### src/rtl/rv_pkg.sv
// Shared types and constants for the instruction/data memory bridge.
package rv_pkg;

    localparam int RV_DPWIDTH = 32;
    localparam int RV_AWIDTH  = 32;

    // Read data returned when an access is abandoned by the watchdog
    localparam logic [RV_DPWIDTH-1:0] RV_ERR_DATA = '1;

    typedef enum logic [1:0] {
        ST_IDLE    = 2'd0,
        ST_IF_WAIT = 2'd1,
        ST_D_WAIT  = 2'd2
    } rv_mem_state_t;

endpackage

### src/rtl/rv_sat_cnt.sv
// Saturating up-counter with synchronous active-low clear.
module rv_sat_cnt #(
    parameter int W = 16
) (
    input  logic         clk,
    input  logic         rst,
    input  logic         i_inc,
    output logic [W-1:0] o_cnt
);

    always_ff @(posedge clk) begin
        if (!rst)
            o_cnt <= '0;
        else if (i_inc && (o_cnt != '1))
            o_cnt <= o_cnt + W'(1);
    end

endmodule

### src/rtl/rv_mem_bridge.sv
// Arbitrates instruction fetch and data ports onto one single-port memory; data wins ties.
// Optional watchdog with sticky mem_err when RV_MEM_TIMEOUT_EN is defined.
module rv_mem_bridge
    import rv_pkg::*;
#(
    parameter int DPWIDTH   = RV_DPWIDTH,
    parameter int AWIDTH    = RV_AWIDTH,
    parameter int TO_CYCLES = 64
) (
    input  logic               clk,
    input  logic               rst,
    input  logic               if_req,
    input  logic [AWIDTH-1:0]  if_addr,
    output logic [DPWIDTH-1:0] if_rdata,
    output logic               if_done,
    input  logic               d_req,
    input  logic               d_we,
    input  logic [AWIDTH-1:0]  d_addr,
    input  logic [DPWIDTH-1:0] d_wdata,
    output logic [DPWIDTH-1:0] d_rdata,
    output logic               d_done,
    output logic               mem_req,
    output logic               mem_we,
    output logic [AWIDTH-1:0]  mem_addr,
    output logic [DPWIDTH-1:0] mem_wdata,
    input  logic [DPWIDTH-1:0] mem_rdata,
    input  logic               mem_ready,
    output logic               busy,
    output logic [15:0]        stall_cnt
`ifdef RV_MEM_TIMEOUT_EN
    ,
    output logic               mem_err
`endif
);

    rv_mem_state_t r_state;
    logic          w_stall;

`ifdef RV_MEM_TIMEOUT_EN
    localparam int WDW = $clog2(TO_CYCLES + 1);
    localparam logic [DPWIDTH-1:0] ERR_DATA = DPWIDTH'(RV_ERR_DATA);
    logic [WDW-1:0] r_wd;
    logic           r_err;
    assign mem_err = r_err;
`endif

    assign busy    = (r_state != ST_IDLE);
    assign w_stall = mem_req && !mem_ready;

    rv_sat_cnt #(.W(16)) u_stall_cnt (
        .clk   (clk),
        .rst   (rst),
        .i_inc (w_stall),
        .o_cnt (stall_cnt)
    );

    always_ff @(posedge clk) begin
        if (!rst) begin
            r_state   <= ST_IDLE;
            mem_req   <= 1'b0;
            mem_we    <= 1'b0;
            mem_addr  <= '0;
            mem_wdata <= '0;
            if_rdata  <= '0;
            d_rdata   <= '0;
            if_done   <= 1'b0;
            d_done    <= 1'b0;
`ifdef RV_MEM_TIMEOUT_EN
            r_wd      <= '0;
            r_err     <= 1'b0;
`endif
        end else begin
            if_done <= 1'b0;
            d_done  <= 1'b0;
            case (r_state)
                ST_IDLE: begin
`ifdef RV_MEM_TIMEOUT_EN
                    r_wd <= '0;
`endif
                    // mem_ready seen here belongs to no access and is dropped
                    if (d_req) begin
                        r_state   <= ST_D_WAIT;
                        mem_req   <= 1'b1;
                        mem_we    <= d_we;
                        mem_addr  <= d_addr;
                        mem_wdata <= d_wdata;
                    end else if (if_req) begin
                        r_state  <= ST_IF_WAIT;
                        mem_req  <= 1'b1;
                        mem_we   <= 1'b0;
                        mem_addr <= if_addr;
                    end
                end
                default: begin
                    if (mem_ready) begin
                        r_state <= ST_IDLE;
                        mem_req <= 1'b0;
                        if (r_state == ST_IF_WAIT) begin
                            if_done  <= 1'b1;
                            if_rdata <= mem_rdata;
                        end else begin
                            d_done <= 1'b1;
                            if (!mem_we)
                                d_rdata <= mem_rdata;
                        end
                    end
`ifdef RV_MEM_TIMEOUT_EN
                    else if (r_wd == WDW'(TO_CYCLES - 1)) begin
                        r_state <= ST_IDLE;
                        mem_req <= 1'b0;
                        r_err   <= 1'b1;
                        if (r_state == ST_IF_WAIT) begin
                            if_done  <= 1'b1;
                            if_rdata <= ERR_DATA;
                        end else begin
                            d_done <= 1'b1;
                            if (!mem_we)
                                d_rdata <= ERR_DATA;
                        end
                    end else begin
                        r_wd <= r_wd + WDW'(1);
                    end
`endif
                end
            endcase
        end
    end

endmodule

### config.mk
export PLATFORM = sky130hd
export DESIGN_NAME = rv_mem_bridge
export DESIGN_NICKNAME = d
export VERILOG_FILES = /design/src/rtl/rv_pkg.sv /design/src/rtl/rv_sat_cnt.sv /design/src/rtl/rv_mem_bridge.sv
export SDC_FILE = /design/constraint.sdc
export NUM_CORES = 1
export LEC_CHECK = 0
export ABC_AREA = 1
export CAP_MARGIN = 25
export CORE_ASPECT_RATIO = 1.4
export CORE_MARGIN = 2
export CORE_UTILIZATION = 41
export DETAILED_ROUTE_END_ITERATION = 10
export PLACE_DENSITY = 0.81
export SYNTH_ARGS = -nofsm -noshare
export SYNTH_HDL_FRONTEND = slang
export SYNTH_SLANG_ARGS = --single-unit
### constraint.sdc
create_clock -name clk -period 1.9 [get_ports clk]
set_clock_uncertainty 0.15 [all_clocks]
set_input_delay 0.38 -clock clk [delete_from_list [all_inputs] [get_ports clk]]
set_output_delay 0.38 -clock clk [all_outputs]
set_load 0.01 [all_outputs]
==> impl_metrics.csv, run 1 <==
group,metric,value,unit
routing,post_drt_wl_per_cell,14.7,um
critical_path,reg2reg_depth,6,
critical_path,slowest_delay,0.56,ns
global_route,grt_pass1_wl,29.2,mm
placed_design,dpl.hpwl,13.3,mm
layout,drive_above_1_share,0.0766,
layout,antenna_cells,0,
placed_design,io_buffers,282,
power,power.sequential.fraction,0.403,
floorplan,design.die.area,15200,um2
critical_path,critPathLaunchType,"register",
power,switchingPower,0.00212,W
yosys,synthCells,773,
global_route,grt_pass1_vias,5827,
clocking,clock_sinks,150,
clocking,insertion_delay,0.42,ns
yosys,ys_warn_count,0,
yosys,ys_ff_latch,150,
global_route,met2_usage,0.419,
critical_path,cp_num_cells,1,
critical_path,path_max_fanout,2,
min_path,hold_depth,2,
layout,final_common_cell,"clkdlybuf4s50_1",
clocking,cts_buffers,17,
power,power,0.00866,W
routing,drt_first_pass_iters,4,
sta,worst_hold_slack,0.292,ns
layout,finalNonFillerCells,1242,
power,switching_share,0.245,
floorplan,ios,283,
yosys,synth.distinct_cells,25,
layout,final_cell_mix,"clkdlybuf4s50_1 (250), nor2_1 (175), dfxtp_1 (142)",
placed_design,dpl.cell_count,1211,
power,ir_drop,0.000544,V
power,p_int,0.00654,W
critical_path,crit_buf_inv,1,
global_route,antenna_found_initial,0,
critical_path,timing.rr.end,"u_stall_cnt.o_cnt[15]$_SDFFE_PN0P_",
global_route,gr-usage-all-layers,0.242,
sta,finalMaxSlewViolations,0,
sta,worst_slew_pin_slew,0.456,ns
critical_path,r2r_slack,0.28,ns
sta,finalCriticalPeriod,1.87,ns
routing,dr_total_vias,6043,
critical_path,cp_slowest_cell,"clkdlybuf4s50_1",
min_path,hold_start,"if_rdata[0]$_SDFFE_PN0P_",
clocking,ctsHoldBuffers,0,
global_route,grt-ovfl-total,0,
min_path,hold_path.class,"reg -> reg",
layout,num-fill-cells,1152,
sta,period_share,0.982,
routing,drc,0,
sta,fmax,536,MHz
routing,ant_nets,0,
clocking,cts.path.max_buffers,2,
run,cap_violations,0,
floorplan,initial_utilization,0.418,
sta,hold_violations,0,
routing,wirelength,18.2,mm
clocking,root_buffer,"clkbuf_16",
min_path,min_to,"if_rdata[0]$_SDFFE_PN0P_",
floorplan,die_h,145,um
global_route,grt_max_degree,94,
power,p_clk_frac,0.427,
clocking,cts_tree,"yes",
global_route,grtUsageMet3,0.0665,
floorplan,die_w,105,um
sta,setup_slack,0.0343,ns
layout,final-seq-area,3010,um2
critical_path,critPathArrivalTime,1.34,ns
global_route,use_met1,0.265,
sta,maxSlewHeadroom,0.696,
critical_path,required,1.37,ns
layout,syn2layout_area_growth,64.7,%
yosys,yosysSeqAreaShare,0.516,
critical_path,crit_family,"buffers and inverters",
routing,drtIter0Drc,200,
placed_design,dpl_cell_area,8890,um2
layout,final_nets,1180,
layout,multiInputGateArea,2400,um2
critical_path,critPathKind,"reg -> out",
critical_path,cp-end-kind,"output port",
power,power_frac_comb,0.170,
sta,setup_viol,0,
clocking,htreeDepth,4,
global_route,grt-busiest-layer,"met2",
critical_path,path_cells,"clkdlybuf4s50_1",
yosys,syn_area,5820,um2
routing,via_per_inst,4.87,
power,power_density,904,nW/um2
floorplan,core_area,13900,um2
placed_design,place_congestion,0.910,
outcome,status,"completed",
clocking,clk_pin_slew_worst_paths,0.06,ns
placed_design,post-place-ws,-0.103,ns
floorplan,num_rows,51,
critical_path,r2r-start,"u_stall_cnt.o_cnt[1]$_SDFFE_PN0P_",
yosys,avgSynthCellArea,7.53,um2
yosys,synth.net_count,908,
layout,design_area,9580,um2
power,p_leak,4.03,nW
## flip-flops by register name, summed over array words and instances, names as in the netlist
signal and count:
d_rdata 32, if_rdata 32, mem_addr 32, mem_wdata 32, u_stall_cnt.o_cnt 16, r_state 2
d_done 1, if_done 1, mem_req 1, mem_we 1
## worst max path at each step
stage	startpoint	endpoint	slack [ns]
2_1_floorplan	u_stall_cnt.o_cnt[0]$_SDFFE_PN0P_	u_stall_cnt.o_cnt[11]$_SDFFE_PN0P_	0.34
3_3_place_gp	mem_ready	d_rdata[28]$_SDFFE_PN0P_	-0.06
3_5_place_dp	mem_ready	d_rdata[5]$_SDFFE_PN0P_	-0.10
4_1_cts	u_stall_cnt.o_cnt[1]$_SDFFE_PN0P_	stall_cnt[1]	0.001
5_1_grt	if_rdata[26]$_SDFFE_PN0P_	if_rdata[26]	-0.01
6_report	if_rdata[26]$_SDFFE_PN0P_	if_rdata[26]	0.03
## Yosys cell counts
master	count	area (um2)
o21ai_1	37	185
nand3b_1	3	22.5
buf_2	20	100
clkbuf_1	23	86.3
nand3_1	14	70.1
buf_1	3	11.3
inv_1	42	158
ha_1	1	12.5
dfxtp_1	150	3000
nand4_4	1	21.3
nor2_1	175	657
inv_2	6	22.5
a21oi_2	1	8.76
o21ai_2	1	8.76
a21oi_1	44	220
buf_4	2	15.0
buf_6	2	22.5
nand2_2	4	25.0
nor3_1	4	20.0
o21ai_0	91	455
nor2_4	6	67.6
nand4_1	2	12.5
a31oi_1	32	200
nand2_1	107	402
nor2_2	2	12.5
## cells by family (layout without fill, tap and decap cells)
family | Yosys count | in the layout | synth area share
adder cells (fa/ha/maj) | 1 | 1 | 0.00215
buffers and inverters | 98 | 382 | 0.0714
flip-flops | 150 | 150 | 0.516
AO/OA/AOI/OAI | 206 | 206 | 0.185
AND/OR/NAND/NOR | 318 | 318 | 0.225
## power groups by stage
stage               clock [W]  sequential [W]  combinational (W)
global placement            0         0.00355            0.00147
CTS                   0.00377         0.00349            0.00149
detailed placement          0         0.00356            0.00149
global route          0.00393         0.00352            0.00160
finish                0.00370         0.00349            0.00147
floorplan                   0         0.00366           0.000472
## routing by layer
metal  share of wire  vias to the layer above
met5               0                        -
met4           0.050                        0
met3           0.059                       56
met2            0.50                      206
met1            0.39                     2712
li1                -                     3069
## timing repair
action                                  CTS  global route
endpoints found under the setup margin   20            19
setup buffers                             0             0
gates resized for setup                  21            19
endpoints found under the hold margin     0             0
pin swaps                                 0             1
## stage by stage
step / TNS [ns] / utilization
4_1_cts: 0 / 0.686
2_1_floorplan: 0 / -
3_3_place_gp: -1.16 / 0.639
6_report: 0 / 0.689
3_5_place_dp: -2.63 / 0.639
5_1_grt: -0.0119 / 0.689
## final cells by class
class / count / area share
flip-flops and latches: 150 / 0.314
multi-input cells: 525 / 0.251
clock buffers: 18 / 0.0448
well taps: 185 / 0.0242
inverters: 48 / 0.0188
clock inverters: 13 / 0.0230
repair buffers: 303 / 0.324
No activity file was read; power rests on OpenSTA's default activity.
==> run 2, diff against run 1 <==
- CORE_MARGIN: 2 -> 8
- SKIP_LAST_GASP: unset -> 1
==> impl_metrics.csv, run 2 (synthesis gave the netlist of run 1 again) <==
group,metric,value,unit
sta,setup_slack,0.0381,ns
routing,drc,0,
layout,final_cell_mix,"clkdlybuf4s50_1 (253), nor2_1 (175), dfxtp_1 (147)",
outcome,status,"completed",
clocking,clk_pin_slew_worst_paths,0.06,ns
sta,hold_violations,0,
layout,drive_above_1_share,0.0746,
critical_path,required,1.37,ns
critical_path,critPathArrivalTime,1.33,ns
sta,tns,0,ns
clocking,clock_sinks,150,
critical_path,path_max_fanout,2,
sta,setup_viol,0,
critical_path,cp_slowest_cell,"clkdlybuf4s50_1",
routing,dr_total_vias,6004,
sta,finalMaxSlewViolations,0,
critical_path,crit_buf_inv,1,
critical_path,critPathLaunchType,"register",
layout,final_common_cell,"clkdlybuf4s50_1",
placed_design,post-place-ws,-0.0638,ns
placed_design,io_buffers,282,
routing,drt_first_pass_iters,4,
critical_path,slowest_delay,0.58,ns
global_route,gr-usage-all-layers,0.215,
global_route,grt_pass1_wl,30.4,mm
power,power,0.00818,W
floorplan,die_w,117,um
sta,worst_slew_pin_slew,0.576,ns
clocking,cts_buffers,17,
clocking,insertion_delay,0.41,ns
global_route,antenna_found_initial,1,
clocking,cts.path.max_buffers,2,
placed_design,dpl.hpwl,15.0,mm
clocking,cts_tree,"yes",
power,ir_drop,0.000453,V
floorplan,core_area,13900,um2
floorplan,ios,283,
clocking,htreeDepth,4,
routing,drtIter0Drc,286,
global_route,grt-ovfl-total,0,
routing,post_drt_wl_per_cell,15.9,um
clocking,root_buffer,"clkbuf_16",
sta,period_share,0.980,
clocking,ctsHoldBuffers,0,
placed_design,place_congestion,0.893,
routing,via_per_inst,4.82,
sta,fmax,537,MHz
critical_path,path_cells,"clkdlybuf4s50_1",
routing,wirelength,19.8,mm
layout,final_nets,1181,
critical_path,cp-end-kind,"output port",
floorplan,design.die.area,18300,um2
run,cap_violations,0,
sta,rsz0062_at_grt,"yes",
sta,maxSlewHeadroom,0.616,
power,power_density,865,nW/um2
critical_path,crit_family,"buffers and inverters",
critical_path,critPathKind,"reg -> out",
power,p_leak,3.88,nW
floorplan,num_rows,51,
clocking,cts_setup_buffers,0,
layout,num-fill-cells,1179,
floorplan,die_h,157,um
global_route,grt_pass1_vias,5784,
global_route,grt_max_degree,62,
sta,finalCriticalPeriod,1.86,ns
floorplan,initial_utilization,0.418,
routing,ant_nets,0,
min_path,hold_path.class,"in -> reg",
layout,syn2layout_area_growth,62.5,%
-- run 2: report_power, final --
group	switching [W]	internal, W	leakage [nW]
logic	0.000658	0.000819	2.38
clock network	0.00143	0.00178	0.271
registers	0.000117	0.00337	1.23
total	0.00220	0.00597	3.88
-- run 2: final cells by class --
cell class                      count  area (um2)  area share
Clock inverter                     13         111      0.0118
Clock buffer                       19         453      0.0479
Tap cell                          185         231      0.0245
Multi-Input combinational cell    525        2400       0.254
Inverter                           48         180      0.0191
Antenna cell                        1        2.50    0.000265
Sequential cell                   150        3010       0.318
Timing Repair Buffer              304        3070       0.325
-- run 2: tightest hold or removal path: cells and delay by family --
kind | cells | cell delay [ns]
buffers and inverters | 1 | 0.17
AO/OA/AOI/OAI | 1 | 0.08
AND/OR/NAND/NOR | 1 | 0.04
-- run 2: metal layers --
| metal | wire length (um) | track usage | up-vias | part of all wire |
|---|---|---|---|---|
| met2 | 10200 | 0.371 | 213 | 0.52 |
| met5 | 0 | 0 | - | 0 |
| met3 | 1390 | 0.0690 | 51 | 0.070 |
| li1 | - | - | 3077 | - |
| met4 | 871 | 0.117 | 0 | 0.044 |
| met1 | 7310 | 0.225 | 2663 | 0.37 |
-- run 2: timing repair --
action,in CTS,in global routing
endpoints found under the hold margin,0,0
pin swaps,0,1
gates resized for setup,22,9
setup endpoints to repair,21,10
-- run 2: worst paths after layout --
path	start	end	slack, ns	depth (start not counted)
max reg2reg	u_stall_cnt.o_cnt[0]$_SDFFE_PN0P_	u_stall_cnt.o_cnt[10]$_SDFFE_PN0P_	0.24	7
max	mem_addr[3]$_SDFFE_PN0P_	mem_addr[3]	0.04	1
min reg2reg	if_rdata[10]$_SDFFE_PN0P_	if_rdata[10]$_SDFFE_PN0P_	0.29	2
min	rst	d_rdata[31]$_SDFFE_PN0P_	0.15	3
-- run 2: stage by stage --
step,area [um2],util,instances,hold WS (ns)
6_report,9460,0.680,1245,0.148
5_1_grt,9460,0.680,1245,0.154
4_1_cts,9430,0.678,1244,0.136
3_5_place_dp,8890,0.639,1212,0.283
3_3_place_gp,8890,0.639,1212,0.279
2_1_floorplan,5820,-,773,0.318
==> run 3, diff against run 2 <==
- clock period: 1.9 -> 1.8 ns (I/O delays scaled with it)
==> impl_metrics.csv, run 3 (synthesis gave the netlist of run 1 again) <==
group,metric,value,unit
outcome,status,"completed",
clocking,clock_sinks,150,
layout,final_nets,1186,
power,power,0.00857,W
floorplan,initial_utilization,0.418,
run,cap_violations,0,
critical_path,cp-end-kind,"output port",
min_path,hold_path.class,"reg -> reg",
sta,hold_violations,0,
clocking,insertion_delay,0.41,ns
layout,antenna_cells,0,
sta,finalCriticalPeriod,1.78,ns
floorplan,die_h,157,um
critical_path,reg2reg_depth,6,
clocking,htreeDepth,4,
global_route,grt_max_degree,91,
sta,worst_hold_slack,0.290,ns
placed_design,place_congestion,0.902,
placed_design,io_buffers,282,
routing,drt_first_pass_iters,5,
sta,period_share,0.991,
placed_design,dpl.hpwl,15.2,mm
floorplan,design.die.area,18300,um2
critical_path,required,1.29,ns
floorplan,ios,283,
global_route,grt_pass1_wl,30.6,mm
power,power_density,917,nW/um2
clocking,clk_pin_slew_worst_paths,0.06,ns
sta,maxSlewHeadroom,0.618,
layout,drive_above_1_share,0.0780,
floorplan,die_w,117,um
layout,syn2layout_area_growth,60.5,%
global_route,grt-ovfl-total,0,
routing,drc,0,
critical_path,cp_slowest_cell,"dfxtp_1",
critical_path,slowest_delay,0.34,ns
min_path,hold_depth,2,
floorplan,core_area,13900,um2
clocking,root_buffer,"clkbuf_16",
critical_path,critPathLaunchType,"register",
power,ir_drop,0.000654,V
layout,post-route-util,0.672,
critical_path,path_cells,"nor2_4, inv_1, dlygate4sd2_1",
routing,ant_nets,0,
global_route,antenna_found_initial,0,
clocking,cts_buffers,17,
global_route,gr-usage-all-layers,0.215,
routing,drtIter0Drc,375,
floorplan,num_rows,51,
routing,post_drt_wl_per_cell,15.9,um
routing,wirelength,19.9,mm
routing,via_per_inst,4.75,
layout,design_area,9340,um2
sta,worst_slew_pin_slew,0.572,ns
layout,final_cell_mix,"nor2_1 (175), dfxtp_1 (148), dlygate4sd2_1 (144)",
clocking,cts.path.max_buffers,2,
global_route,grt_pass1_vias,5694,
clocking,cts_tree,"yes",
critical_path,critPathKind,"reg -> out",
clocking,ctsHoldBuffers,0,
sta,rsz0062_at_grt,"yes",
placed_design,dpl_cell_area,8920,um2
sta,finalMaxSlewViolations,0,
sta,fmax,561,MHz
power,p_leak,4.32,nW
layout,final_common_cell,"nor2_1",
critical_path,path_max_fanout,4,
routing,dr_total_vias,5935,
layout,num-fill-cells,1215,
sta,setup_viol,0,
critical_path,critPathArrivalTime,1.27,ns
-- run 3: cell count changes in the layout (fill, tap and decap cells not counted), sizes merged --
cell	delta
clkinv	+1
inv	-1
bufinv	+1
diode	-1
buf	+5
clkdlybuf4s50	-121
clkbuf	-1
dlygate4sd2	+125
dlymetal6s2s	-4
-- run 3: where the power goes --
group	total [W]	internal (W)	switching, W
clock network	0.00346	0.00198	0.00148
registers	0.00367	0.00356	0.000115
logic	0.00143	0.000730	0.000702
total	0.00857	0.00627	0.00230
-- run 3: metal layers --
layer	routed length [um]	global-route usage	vias to the layer above
met3	1610	0.0671	33
met4	584	0.0985	0
met1	7310	0.221	2637
li1	-	-	3080
met5	0	0	-
met2	10400	0.384	185
-- run 3: final timing paths --
check / slack [ns] / endpoint / start
setup / recovery: 0.02 / busy / r_state[0]$_SDFFE_PN0P_
hold / removal: 0.29 / if_rdata[12]$_SDFFE_PN0P_ / if_rdata[12]$_SDFFE_PN0P_
setup reg to reg: 0.16 / u_stall_cnt.o_cnt[15]$_SDFFE_PN0P_ / u_stall_cnt.o_cnt[1]$_SDFFE_PN0P_
hold reg to reg: 0.29 / if_rdata[12]$_SDFFE_PN0P_ / if_rdata[12]$_SDFFE_PN0P_
-- run 3: repair_timing --
action,4_1_cts,5_1_grt
setup endpoints to repair,144,7
setup buffers,0,1
pin swaps,0,2
resized for setup,146,5
-- run 3: through the flow --
stage / setup TNS, ns / cells / setup slack (ns)
floorplan: 0 / 773 / 0.242
global placement: -4.02 / 1216 / -0.111
detailed placement: -5.83 / 1216 / -0.159
CTS: -0.0467 / 1248 / -0.0467
global route: -0.0423 / 1249 / -0.0423
finish: 0 / 1249 / 0.0164
-- run 3: layout make-up --
type                            instances  area, um2  area share
Sequential cell                       150       3010       0.322
Multi-Input combinational cell        525       2400       0.257
Inverter                               48        180      0.0193
Clock buffer                           18        439      0.0470
Tap cell                              185        231      0.0248
Clock inverter                         14        141      0.0151
Timing Repair Buffer                  309       2940       0.315
-- run 3: critical path: cells and delay by family, from the launching register on --
| family | cells | cell delay (ns) |
|---|---|---|
| buffers and inverters | 2 | 0.37 |
| DFF | 1 | 0.34 |
| and+or+nand+nor | 1 | 0.15 |
